==> src/rtl/regs_wb_sched_if.sv <==
// ----------------------------------------------------------------------------
// regs_wb_sched_if
//   Bundle of the decode, ALU write-back, LU write-back and regfile write-port
//   signals around the write-back scheduler.
//   modport slave  : the scheduler (regs_wb_sched)
//   modport master : the surrounding pipeline (decode, execute, LSU/muldiv)
//   Signals:
//     id_issue_i, id_issue_long_i, id_rs1/rs2/rd_addr_i  decode presentation
//     stall_o                                            decode hold
//     alu_wb_valid_i, alu_wb_addr_i, alu_wb_data_i       ALU write-back
//     lu_wb_valid_i, lu_wb_addr_i, lu_wb_data_i,
//     lu_wb_ready_o                                      LU write-back handshake
//     wr_en_o, rd_addr_o, rd_data_o                      regfile write port
//     busy_o                                             scoreboard
//     err_o                                              sticky LU write-back error
// ----------------------------------------------------------------------------
interface regs_wb_sched_if;
    logic        id_issue_i;
    logic        id_issue_long_i;
    logic [4:0]  id_rs1_addr_i;
    logic [4:0]  id_rs2_addr_i;
    logic [4:0]  id_rd_addr_i;
    logic        stall_o;

    logic        alu_wb_valid_i;
    logic [4:0]  alu_wb_addr_i;
    logic [31:0] alu_wb_data_i;

    logic        lu_wb_valid_i;
    logic [4:0]  lu_wb_addr_i;
    logic [31:0] lu_wb_data_i;
    logic        lu_wb_ready_o;

    logic        wr_en_o;
    logic [4:0]  rd_addr_o;
    logic [31:0] rd_data_o;

    logic [31:0] busy_o;
    logic        err_o;

    modport slave (
        input  id_issue_i, id_issue_long_i, id_rs1_addr_i, id_rs2_addr_i, id_rd_addr_i,
        output stall_o,
        input  alu_wb_valid_i, alu_wb_addr_i, alu_wb_data_i,
        input  lu_wb_valid_i, lu_wb_addr_i, lu_wb_data_i,
        output lu_wb_ready_o,
        output wr_en_o, rd_addr_o, rd_data_o,
        output busy_o, err_o
    );

    modport master (
        output id_issue_i, id_issue_long_i, id_rs1_addr_i, id_rs2_addr_i, id_rd_addr_i,
        input  stall_o,
        output alu_wb_valid_i, alu_wb_addr_i, alu_wb_data_i,
        output lu_wb_valid_i, lu_wb_addr_i, lu_wb_data_i,
        input  lu_wb_ready_o,
        input  wr_en_o, rd_addr_o, rd_data_o,
        input  busy_o, err_o
    );
endinterface

==> src/rtl/regs_wb_sched.sv <==
// ----------------------------------------------------------------------------
// regs_wb_sched
//   Write-back scheduler and scoreboard for the 32x32 register file.
//   Arbitrates the single regfile write port between the single-cycle ALU
//   path (fixed priority) and the long-latency unit (LSU/muldiv), tracks
//   registers with an outstanding long-latency write and stalls decode on
//   RAW/WAW hazards against them. A starvation counter forces issue bubbles
//   when the LU has been refused STARVE_MAX cycles in a row, so the ALU slot
//   drains and the LU gets the port.
//
//   Parameters:
//     STARVE_MAX  consecutive refused LU cycles before forcing bubbles (1..15)
//     CNT_W       width of the statistics counters
//   Ports:
//     clk          clock
//     rst          synchronous, active-high reset
//     bus          regs_wb_sched_if.slave (decode, ALU/LU write-back, regfile
//                  write port, scoreboard, error flag)
//     stall_cnt_o  cycles with id_issue_i & stall_o      (stats build only)
//     conflict_cnt_o cycles with ALU slot & lu_wb_valid_i (stats build only)
//
//   Build option: define WB_SCHED_STATS_EN to add the two wrapping statistics
//   counters and their output ports. Without it the ports and counters are
//   absent and all other behaviour is identical.
// ----------------------------------------------------------------------------
module regs_wb_sched #(
    parameter int STARVE_MAX = 4,
    parameter int CNT_W      = 32
) (
    input  logic                clk,
    input  logic                rst,
    regs_wb_sched_if.slave      bus
`ifdef WB_SCHED_STATS_EN
    ,
    output logic [CNT_W-1:0]    stall_cnt_o,
    output logic [CNT_W-1:0]    conflict_cnt_o
`endif
);

    localparam logic [3:0] STARVE_LIM = 4'(STARVE_MAX);

    logic [31:0] busy_q;
    logic [31:0] busy_d;
    logic        err_q;
    logic        err_d;
    logic [3:0]  starve_cnt_q;
    logic [3:0]  starve_cnt_d;

    logic        wr_en_q;
    logic        wr_en_d;
    logic [4:0]  rd_addr_q;
    logic [4:0]  rd_addr_d;
    logic [31:0] rd_data_q;
    logic [31:0] rd_data_d;

    logic        alu_slot;
    logic        lu_ready;
    logic        lu_accept;
    logic        hazard;
    logic        starve;
    logic        stall;
    logic        long_set;

    // ------------------------------------------------------------------
    // Arbitration and decode hazard (combinational)
    // ------------------------------------------------------------------

    // An ALU write to x0 is discarded and leaves the port free for the LU.
    assign alu_slot  = bus.alu_wb_valid_i && (bus.alu_wb_addr_i != 5'd0);
    assign lu_ready  = !rst && !alu_slot;
    assign lu_accept = bus.lu_wb_valid_i && lu_ready;

    // Hazard looks at the registered scoreboard only; a clear landing this
    // cycle is seen by decode one cycle later, when the regfile bypass
    // already covers the read.
    always_comb begin
        hazard = 1'b0;
        if (bus.id_issue_i) begin
            if ((bus.id_rs1_addr_i != 5'd0) && busy_q[bus.id_rs1_addr_i]) hazard = 1'b1;
            if ((bus.id_rs2_addr_i != 5'd0) && busy_q[bus.id_rs2_addr_i]) hazard = 1'b1;
            if ((bus.id_rd_addr_i  != 5'd0) && busy_q[bus.id_rd_addr_i])  hazard = 1'b1;
        end
    end

    assign starve   = (starve_cnt_q == STARVE_LIM);
    assign stall    = rst || hazard || starve;
    assign long_set = bus.id_issue_i && bus.id_issue_long_i && !stall &&
                      (bus.id_rd_addr_i != 5'd0);

    // ------------------------------------------------------------------
    // Next-state logic
    // ------------------------------------------------------------------

    // Write port: ALU first, then an accepted LU write. With no winner the
    // address/data hold so the regfile sees stable values.
    always_comb begin
        wr_en_d   = 1'b0;
        rd_addr_d = rd_addr_q;
        rd_data_d = rd_data_q;
        if (alu_slot) begin
            wr_en_d   = 1'b1;
            rd_addr_d = bus.alu_wb_addr_i;
            rd_data_d = bus.alu_wb_data_i;
        end else if (lu_accept && (bus.lu_wb_addr_i != 5'd0)) begin
            // An LU write to x0 is still accepted (handshake completes) but
            // never reaches the regfile.
            wr_en_d   = 1'b1;
            rd_addr_d = bus.lu_wb_addr_i;
            rd_data_d = bus.lu_wb_data_i;
        end
    end

    // Scoreboard: clear applied before set so a coinciding set wins.
    always_comb begin
        busy_d = busy_q;
        if (lu_accept) begin
            busy_d[bus.lu_wb_addr_i] = 1'b0;
        end
        if (long_set) begin
            busy_d[bus.id_rd_addr_i] = 1'b1;
        end
        busy_d[0] = 1'b0;
    end

    always_comb begin
        err_d = err_q;
        if (lu_accept && (bus.lu_wb_addr_i != 5'd0) && !busy_q[bus.lu_wb_addr_i]) begin
            err_d = 1'b1;
        end
    end

    // Counts consecutive refused LU cycles; any accept or idle LU restarts it.
    always_comb begin
        starve_cnt_d = starve_cnt_q;
        if (lu_accept || !bus.lu_wb_valid_i) begin
            starve_cnt_d = 4'd0;
        end else if (starve_cnt_q != STARVE_LIM) begin
            starve_cnt_d = starve_cnt_q + 4'd1;
        end
    end

    // ------------------------------------------------------------------
    // State registers
    // ------------------------------------------------------------------
    always_ff @(posedge clk) begin
        if (rst) begin
            wr_en_q      <= 1'b0;
            rd_addr_q    <= 5'd0;
            rd_data_q    <= 32'd0;
            busy_q       <= 32'd0;
            err_q        <= 1'b0;
            starve_cnt_q <= 4'd0;
        end else begin
            wr_en_q      <= wr_en_d;
            rd_addr_q    <= rd_addr_d;
            rd_data_q    <= rd_data_d;
            busy_q       <= busy_d;
            err_q        <= err_d;
            starve_cnt_q <= starve_cnt_d;
        end
    end

    // ------------------------------------------------------------------
    // Outputs
    // ------------------------------------------------------------------
    assign bus.stall_o       = stall;
    assign bus.lu_wb_ready_o = lu_ready;
    assign bus.wr_en_o       = wr_en_q;
    assign bus.rd_addr_o     = rd_addr_q;
    assign bus.rd_data_o     = rd_data_q;
    assign bus.busy_o        = busy_q;
    assign bus.err_o         = err_q;

`ifdef WB_SCHED_STATS_EN
    // ------------------------------------------------------------------
    // Statistics (wrapping)
    // ------------------------------------------------------------------
    logic [CNT_W-1:0] stall_cnt_q;
    logic [CNT_W-1:0] conflict_cnt_q;

    always_ff @(posedge clk) begin
        if (rst) begin
            stall_cnt_q    <= '0;
            conflict_cnt_q <= '0;
        end else begin
            if (bus.id_issue_i && stall) begin
                stall_cnt_q <= stall_cnt_q + CNT_W'(1);
            end
            if (alu_slot && bus.lu_wb_valid_i) begin
                conflict_cnt_q <= conflict_cnt_q + CNT_W'(1);
            end
        end
    end

    assign stall_cnt_o    = stall_cnt_q;
    assign conflict_cnt_o = conflict_cnt_q;
`endif

endmodule

==> src/flat_wrapper.sv <==
// flat-port wrapper written by rule: the top's interface ports become plain ports
module regs_wb_sched_flat 
#(
    parameter int STARVE_MAX = 4,
    parameter int CNT_W      = 32
)
  (clk, rst, bus_id_issue_i, bus_id_issue_long_i, bus_id_rs1_addr_i, bus_id_rs2_addr_i, bus_id_rd_addr_i, bus_stall_o, bus_alu_wb_valid_i, bus_alu_wb_addr_i, bus_alu_wb_data_i, bus_lu_wb_valid_i, bus_lu_wb_addr_i, bus_lu_wb_data_i, bus_lu_wb_ready_o, bus_wr_en_o, bus_rd_addr_o, bus_rd_data_o, bus_busy_o, bus_err_o);
  regs_wb_sched_if bus_i ();
  input  logic clk;
  input  logic rst;
  input wire logic [$bits(bus_i.id_issue_i)-1:0] bus_id_issue_i;
  input wire logic [$bits(bus_i.id_issue_long_i)-1:0] bus_id_issue_long_i;
  input wire logic [$bits(bus_i.id_rs1_addr_i)-1:0] bus_id_rs1_addr_i;
  input wire logic [$bits(bus_i.id_rs2_addr_i)-1:0] bus_id_rs2_addr_i;
  input wire logic [$bits(bus_i.id_rd_addr_i)-1:0] bus_id_rd_addr_i;
  output wire logic [$bits(bus_i.stall_o)-1:0] bus_stall_o;
  input wire logic [$bits(bus_i.alu_wb_valid_i)-1:0] bus_alu_wb_valid_i;
  input wire logic [$bits(bus_i.alu_wb_addr_i)-1:0] bus_alu_wb_addr_i;
  input wire logic [$bits(bus_i.alu_wb_data_i)-1:0] bus_alu_wb_data_i;
  input wire logic [$bits(bus_i.lu_wb_valid_i)-1:0] bus_lu_wb_valid_i;
  input wire logic [$bits(bus_i.lu_wb_addr_i)-1:0] bus_lu_wb_addr_i;
  input wire logic [$bits(bus_i.lu_wb_data_i)-1:0] bus_lu_wb_data_i;
  output wire logic [$bits(bus_i.lu_wb_ready_o)-1:0] bus_lu_wb_ready_o;
  output wire logic [$bits(bus_i.wr_en_o)-1:0] bus_wr_en_o;
  output wire logic [$bits(bus_i.rd_addr_o)-1:0] bus_rd_addr_o;
  output wire logic [$bits(bus_i.rd_data_o)-1:0] bus_rd_data_o;
  output wire logic [$bits(bus_i.busy_o)-1:0] bus_busy_o;
  output wire logic [$bits(bus_i.err_o)-1:0] bus_err_o;
  assign bus_i.id_issue_i = bus_id_issue_i;
  assign bus_i.id_issue_long_i = bus_id_issue_long_i;
  assign bus_i.id_rs1_addr_i = bus_id_rs1_addr_i;
  assign bus_i.id_rs2_addr_i = bus_id_rs2_addr_i;
  assign bus_i.id_rd_addr_i = bus_id_rd_addr_i;
  assign bus_stall_o = bus_i.stall_o;
  assign bus_i.alu_wb_valid_i = bus_alu_wb_valid_i;
  assign bus_i.alu_wb_addr_i = bus_alu_wb_addr_i;
  assign bus_i.alu_wb_data_i = bus_alu_wb_data_i;
  assign bus_i.lu_wb_valid_i = bus_lu_wb_valid_i;
  assign bus_i.lu_wb_addr_i = bus_lu_wb_addr_i;
  assign bus_i.lu_wb_data_i = bus_lu_wb_data_i;
  assign bus_lu_wb_ready_o = bus_i.lu_wb_ready_o;
  assign bus_wr_en_o = bus_i.wr_en_o;
  assign bus_rd_addr_o = bus_i.rd_addr_o;
  assign bus_rd_data_o = bus_i.rd_data_o;
  assign bus_busy_o = bus_i.busy_o;
  assign bus_err_o = bus_i.err_o;
  regs_wb_sched #(.STARVE_MAX(STARVE_MAX), .CNT_W(CNT_W)) u_core (.clk(clk), .rst(rst), .bus(bus_i));
endmodule
==> config.mk <==
export PLATFORM = sky130hd
export DESIGN_NAME = regs_wb_sched_flat
export DESIGN_NICKNAME = d
export VERILOG_FILES = /design/src/rtl/regs_wb_sched_if.sv /design/src/rtl/regs_wb_sched.sv /design/src/flat_wrapper.sv
export SDC_FILE = /design/constraint.sdc
export NUM_CORES = 1
export LEC_CHECK = 0
export ABC_AREA = 1
export BUFFER_PORTS_ARGS = -buffer_cell sky130_fd_sc_hd__buf_2
export CAP_MARGIN = 20
export CELL_PAD_IN_SITES_DETAIL_PLACEMENT = 0
export CELL_PAD_IN_SITES_GLOBAL_PLACEMENT = 1
export CORE_AREA = 2 2 121 123
export CTS_CLUSTER_SIZE = 24
export DETAILED_ROUTE_END_ITERATION = 10
export DIE_AREA = 0 0 123 125
export PLACE_DENSITY_LB_ADDON = 0.08
export SLEW_MARGIN = 10
export SYNTH_ARGS = -nofsm -noshare
export SYNTH_HDL_FRONTEND = slang
export SYNTH_SLANG_ARGS = --single-unit
==> constraint.sdc <==
create_clock -name clk -period 3.01 [get_ports clk]
set_clock_uncertainty 0.2 [all_clocks]
set_input_delay 0.602 -clock clk [delete_from_list [all_inputs] [get_ports clk]]
set_output_delay 0.602 -clock clk [all_outputs]
set_load 0.02 [all_outputs]
# After elaboration in Yosys (flattened, before gate mapping)
# Index checks and enable logic that the tools add are counted.
# totals
regBits	75
output_inout_bits	73
word_cells	71
input_bits	95
# op_classes
reduce_logical	28
n_mux	24
n_lt_le_gt_ge	6
n_eq_ne	2
addsub	1
bitwise_logic	3
# ops
op	count
two-way mux 32 bit	4
bitwise AND 32 bit	1
NOT 32 bit	1
bitwise OR 32 bit	1
nonzero test 5 bit	5
less-than comparator 5 x 6 -> 1 bit, second input constant	4
binary-select mux 1 bit (select 5 bit)	4
logical AND 1 bit	13
two-way mux 1 bit	12
demux 1 bit (select 5 bit)	2
greater-or-equal comparator 5 x 1 -> 1 bit, second input constant	2
two-way mux 5 bit	2
logical NOT 1 bit	5
adder 4 x 1 -> 4 bit, second input constant	1
equality test 4 x 3 -> 1 bit, second input constant	1
inequality test 4 x 3 -> 1 bit, second input constant	1
logical OR 1 bit	3
nonzero test 2 bit	1
OR reduction 2 bit	1

# Logic depth before layout (Yosys ltp)
# logic_depth
ltp_word	13
depth_mapped	18
ltp_nobuf	16

# Least setup slack after synthesis
# No wires, ideal clock.
# synth_timing
kind	input to output
start	input bus_id_rs2_addr_i[0]
end	output bus_stall_o
required_time_ps	2208
n_path_buf	3
path_slack_ps	357
path_stages	14
arrival_time_ps	1851
cell_sequence	buf_2 -> inv_2 -> buf_4 -> nand2_1 -> nand3_1 -> nand3_1 -> nand3_1 -> nand3_1 -> nand2_1 -> nor2_1 -> nand2_1 -> nand2_4 -> buf_6 -> nand2_1
# synth_via
elab_chain_len	8
word_cells_on_any_way	9
classes_between	mux (5); reduce/logical (4)
# synth_rtl
item	line_no	source
start: declaration	flat_wrapper.sv:14	input wire logic [$bits(bus_i.id_rs2_addr_i)-1:0] bus_id_rs2_addr_i;
binary-select mux 1 bit (select 5 bit)	regs_wb_sched.sv:80	if ((bus.id_rs2_addr_i != 5'd0) && busy_q[bus.id_rs2_addr_i]) hazard = 1'b1;
two-way mux 1 bit (not written as such)	regs_wb_sched.sv:80	
logical AND 1 bit (*)	regs_wb_sched.sv:80	
two-way mux 1 bit (*)	regs_wb_sched.sv:80	
two-way mux 1 bit (*)	regs_wb_sched.sv:81	if ((bus.id_rd_addr_i != 5'd0) && busy_q[bus.id_rd_addr_i]) hazard = 1'b1;
two-way mux 1 bit (*)	regs_wb_sched.sv:78	if (bus.id_issue_i) begin
logical OR 1 bit (*) (2 in a row)	regs_wb_sched.sv:86	assign stall = rst || hazard || starve;
end: declaration	flat_wrapper.sv:16	output wire logic [$bits(bus_i.stall_o)-1:0] bus_stall_o;
# Every way passes the cells marked *; elsewhere a longest branch is shown, timed or not. The select of a mux whose other input is x is not followed.

# Worst setup path in the final report
# layout_timing
start	input bus_id_rd_addr_i[1]
end	output bus_stall_o
# layout_via
elab_chain_len	7
word_cells_on_any_way	8
classes_between	mux (4); reduce/logical (4)
# layout_rtl
item	line_no	source
start: declaration	flat_wrapper.sv:15	input wire logic [$bits(bus_i.id_rd_addr_i)-1:0] bus_id_rd_addr_i;
binary-select mux 1 bit (select 5 bit)	regs_wb_sched.sv:81	
two-way mux 1 bit (not written as such)	regs_wb_sched.sv:81	
logical AND 1 bit (*)	regs_wb_sched.sv:81	
two-way mux 1 bit (*)	regs_wb_sched.sv:81	
two-way mux 1 bit (*)	regs_wb_sched.sv:78	
logical OR 1 bit (*) (2 in a row)	regs_wb_sched.sv:86	
# Marked as above.

==> impl_metrics.json <==
{
  "status": "completed",
  "clock_sinks": 74,
  "synthSimpleGateAreaFrac": 0.320,
  "path_buf_inv": 4,
  "power_density_nw_per_um2": 476,
  "maxCapViolations": 0,
  "grt_start_max_net_pins": 76,
  "synth_top_family_by_area": "simple AND/OR/NAND/NOR gates",
  "cts_buffer_depth": 2,
  "worst_ep_required_time_ns": 2.21,
  "yosys.area_share.xor_xnor": 0.00386,
  "start_kind": "input port",
  "path_clk_slew_ns": 0.06,
  "slew_violations": 0,
  "die_w_um": 123,
  "final_nets": 971,
  "worstSetupPathType": "input port to output port",
  "hold_violations": 0,
  "ios": 168,
  "io_buffers": 166,
  "grt_pass1_vias": 5262,
  "grt_util_all_layers": 0.240,
  "cp_top_family": "simple AND/OR/NAND/NOR gates",
  "synth_compound_area_frac": 0.231,
  "power_leakage_nw": 2.69,
  "setup_violations": 0,
  "synth.area.mux_share": 0,
  "dp.cells": 1047,
  "die_y_um": 125,
  "period_share": 0.932,
  "syn2layout_area_growth_pct": 28.9,
  "dpl.hpwl_um": 13200,
  "ys_warn_count": 0,
  "syn_area_um2": 4540,
  "start_util": 0.320,
  "setup_tns_ns": 0,
  "cp-end-kind": "output port",
  "irDropWorstVdd_mv": 0.289,
  "antenna_found_initial": 0,
  "synthAdderAreaFrac": 0.00551,
  "syn_avg_cell_area_um2": 6.22,
  "drive_above_1_share": 0.233,
  "drtPass1Iterations": 5,
  "root_buffer": "clkbuf_16",
  "critPathMostFrequentCell": "nand2_1",
  "drt-initial-drc-count": 509,
  "wl_um": 18400,
  "hold_class": "flip-flop to flip-flop",
  "cpMaxStageDelayCell": "nand2_2",
  "slowest_delay_ns": 0.21,
  "min_period_ns": 2.81,
  "fmax_mhz": 356,
  "cts_tree": "yes",
  "numCtsBuffers": 9,
  "instances_no_fill": 1063,
  "wl_per_cell_um": 17.3,
  "max_slew.worst_pin.slew_ns": 0.712,
  "yosysSeqAreaShare": 0.326,
  "num_rows": 44,
  "syn_nets": 827,
  "n_antenna_cell": 0,
  "netlist_instances": 730,
  "grt_pass1_wl_um": 28500,
  "synth_cell_types": 26,
  "critical_path_arrival_ns": 2.00,
  "insertion_delay_ns": 0.34,
  "ys_seq_elements": 74,
  "path_cells": "buf_2 -> inv_2 -> nand2_2 -> o22ai_1 -> o21ai_0 -> nand2_1 -> inv_1 -> nand2_1 -> nor2_1 -> nand2_1 -> nand2_4 -> nand2_1 -> buf_2",
  "num_vias": 5639,
  "coreArea_um2": 14200,
  "dieArea_um2": 15400,
  "htree_levels": 3,
  "ant_nets": 0,
  "cp_max_fo": 11,
  "rsz0062_at_grt": "false",
  "vias_per_cell": 5.30,
  "drc": 0,
  "slew_headroom": 0.524,
  "gp_congestion": 0.921,
  "gr-total-overflow": 0
}
==> path summary, 6_finish.rpt <==
path | from | endpoint | slack, ns | cells after the start
max | bus_id_rd_addr_i[1] | bus_stall_o | 0.20 | 13
min | u_core.bus.err_o | u_core.bus.err_o | 0.26 | 1
max reg2reg | u_core.bus.busy_o[14] | u_core.bus.busy_o[11] | 0.65 | 14
min reg2reg | u_core.bus.err_o | u_core.bus.err_o | 0.26 | 1
==> state kept, by name (all words and copies together), names as in the netlist <==
signal	flops
u_core.bus.wr_en_o	1
u_core.bus.err_o	1
u_core.starve_cnt_q	4
u_core.bus.rd_addr_o	5
u_core.bus.busy_o	31
u_core.bus.rd_data_o	32
==> per-stage QoR <==
stage / worst slack [ns] / cell area [µm²] / hold slack (ns) / util / power (mW)
detailed placement: 0.0791 / 5500 / 0.254 / 0.387 / 1.56
global placement: 0.101 / 5500 / 0.247 / 0.387 / 1.56
floorplan: 0.357 / 4540 / 0.257 / - / 1.37
CTS: 0.0685 / 5840 / 0.267 / 0.411 / 2.81
finish: 0.204 / 5850 / 0.261 / 0.412 / 2.78
global route: 0.000871 / 5850 / 0.300 / 0.412 / 2.91
==> routing by layer <==
layer  global-route usage  wire (µm)  up-vias
met5                    0          0        -
met4               0.0889        376        0
met3               0.0443       1290       23
met2                0.367       8290      216
met1                0.334       8430     2629
li1                     -          -     2771
==> power breakdown <==
| group | total [mW] | switching (mW) | internal (mW) | leakage [nW] |
|---|---|---|---|---|
| logic | 0.497 | 0.332 | 0.165 | 1.92 |
| clock network | 1.24 | 0.426 | 0.814 | 0.161 |
| registers | 1.05 | 0.0213 | 1.03 | 0.606 |
| total | 2.78 | 0.779 | 2.01 | 2.69 |
==> kinds of logic after synthesis <==
family,after synthesis
and+or+nand+nor,341
DFF,74
buffers and inverters,120
AOI/OAI and AO/OA,190
xor gates and xnor gates,2
other,1
adders and majority gates,2
==> cell type report <==
type                    instances  area, µm²
multi-input cells             536       2550
inverters                      72        280
fillers                      1588       8350
clock inverters                 4       98.8
flip-flops and latches         74       1480
well taps                     184        230
repair buffers                181        971
clock buffers                  12        236
==> timing repair <==
item                                    4_1_cts  5_1_grt
buffers inserted                              0        0
resized for setup                             0        8
endpoints found under the setup margin        0        1
hold buffers                                  0        0
==> placed cells by master, fill, tap and decap left out, types with 2 or more instances in the layout <==
| cell | n |
|---|---|
| nor3_1 | 18 |
| nor2_2 | 2 |
| o21ai_1 | 2 |
| buf_4 | 13 |
| clkbuf_1 | 3 |
| nor2_1 | 47 |
| dfxtp_1 | 74 |
| buf_12 | 2 |
| nand3_1 | 41 |
| nand2_1 | 195 |
| nand2_2 | 3 |
| a21oi_1 | 36 |
| ha_1 | 2 |
| o22ai_1 | 28 |
| a31oi_1 | 40 |
| o211ai_1 | 2 |
| nand4_1 | 34 |
| clkbuf_16 | 9 |
| buf_2 | 165 |
| inv_2 | 3 |
| bufinv_16 | 3 |
| o21ai_0 | 80 |
| inv_1 | 67 |
==> synthesized netlist by cell type <==
library cell  count  area, µm²
o221ai_1          1       8.76
clkbuf_1         26       97.6
buf_2            13       65.1
o22ai_1          28        175
buf_6             3       33.8
nand2_1         195        732
nor3_1           18       90.1
nand4_1          34        213
inv_1            68        255
o21ai_0          80        400
o211ai_1          2       15.0
nand2_4           1       11.3
inv_2             4       15.0
xnor2_1           1       8.76
a21oi_1          36        180
nand3_1          41        205
conb_1            1       3.75
a31oi_1          40        250
o21ai_1           2       10.0
buf_4             6       45.0
dfxtp_1          74       1480
xor2_1            1       8.76
ha_1              2       25.0
nor2_1           49        184
o21a_1            1       7.51
nand2_2           3       18.8
(Power assumes the default switching activity.)
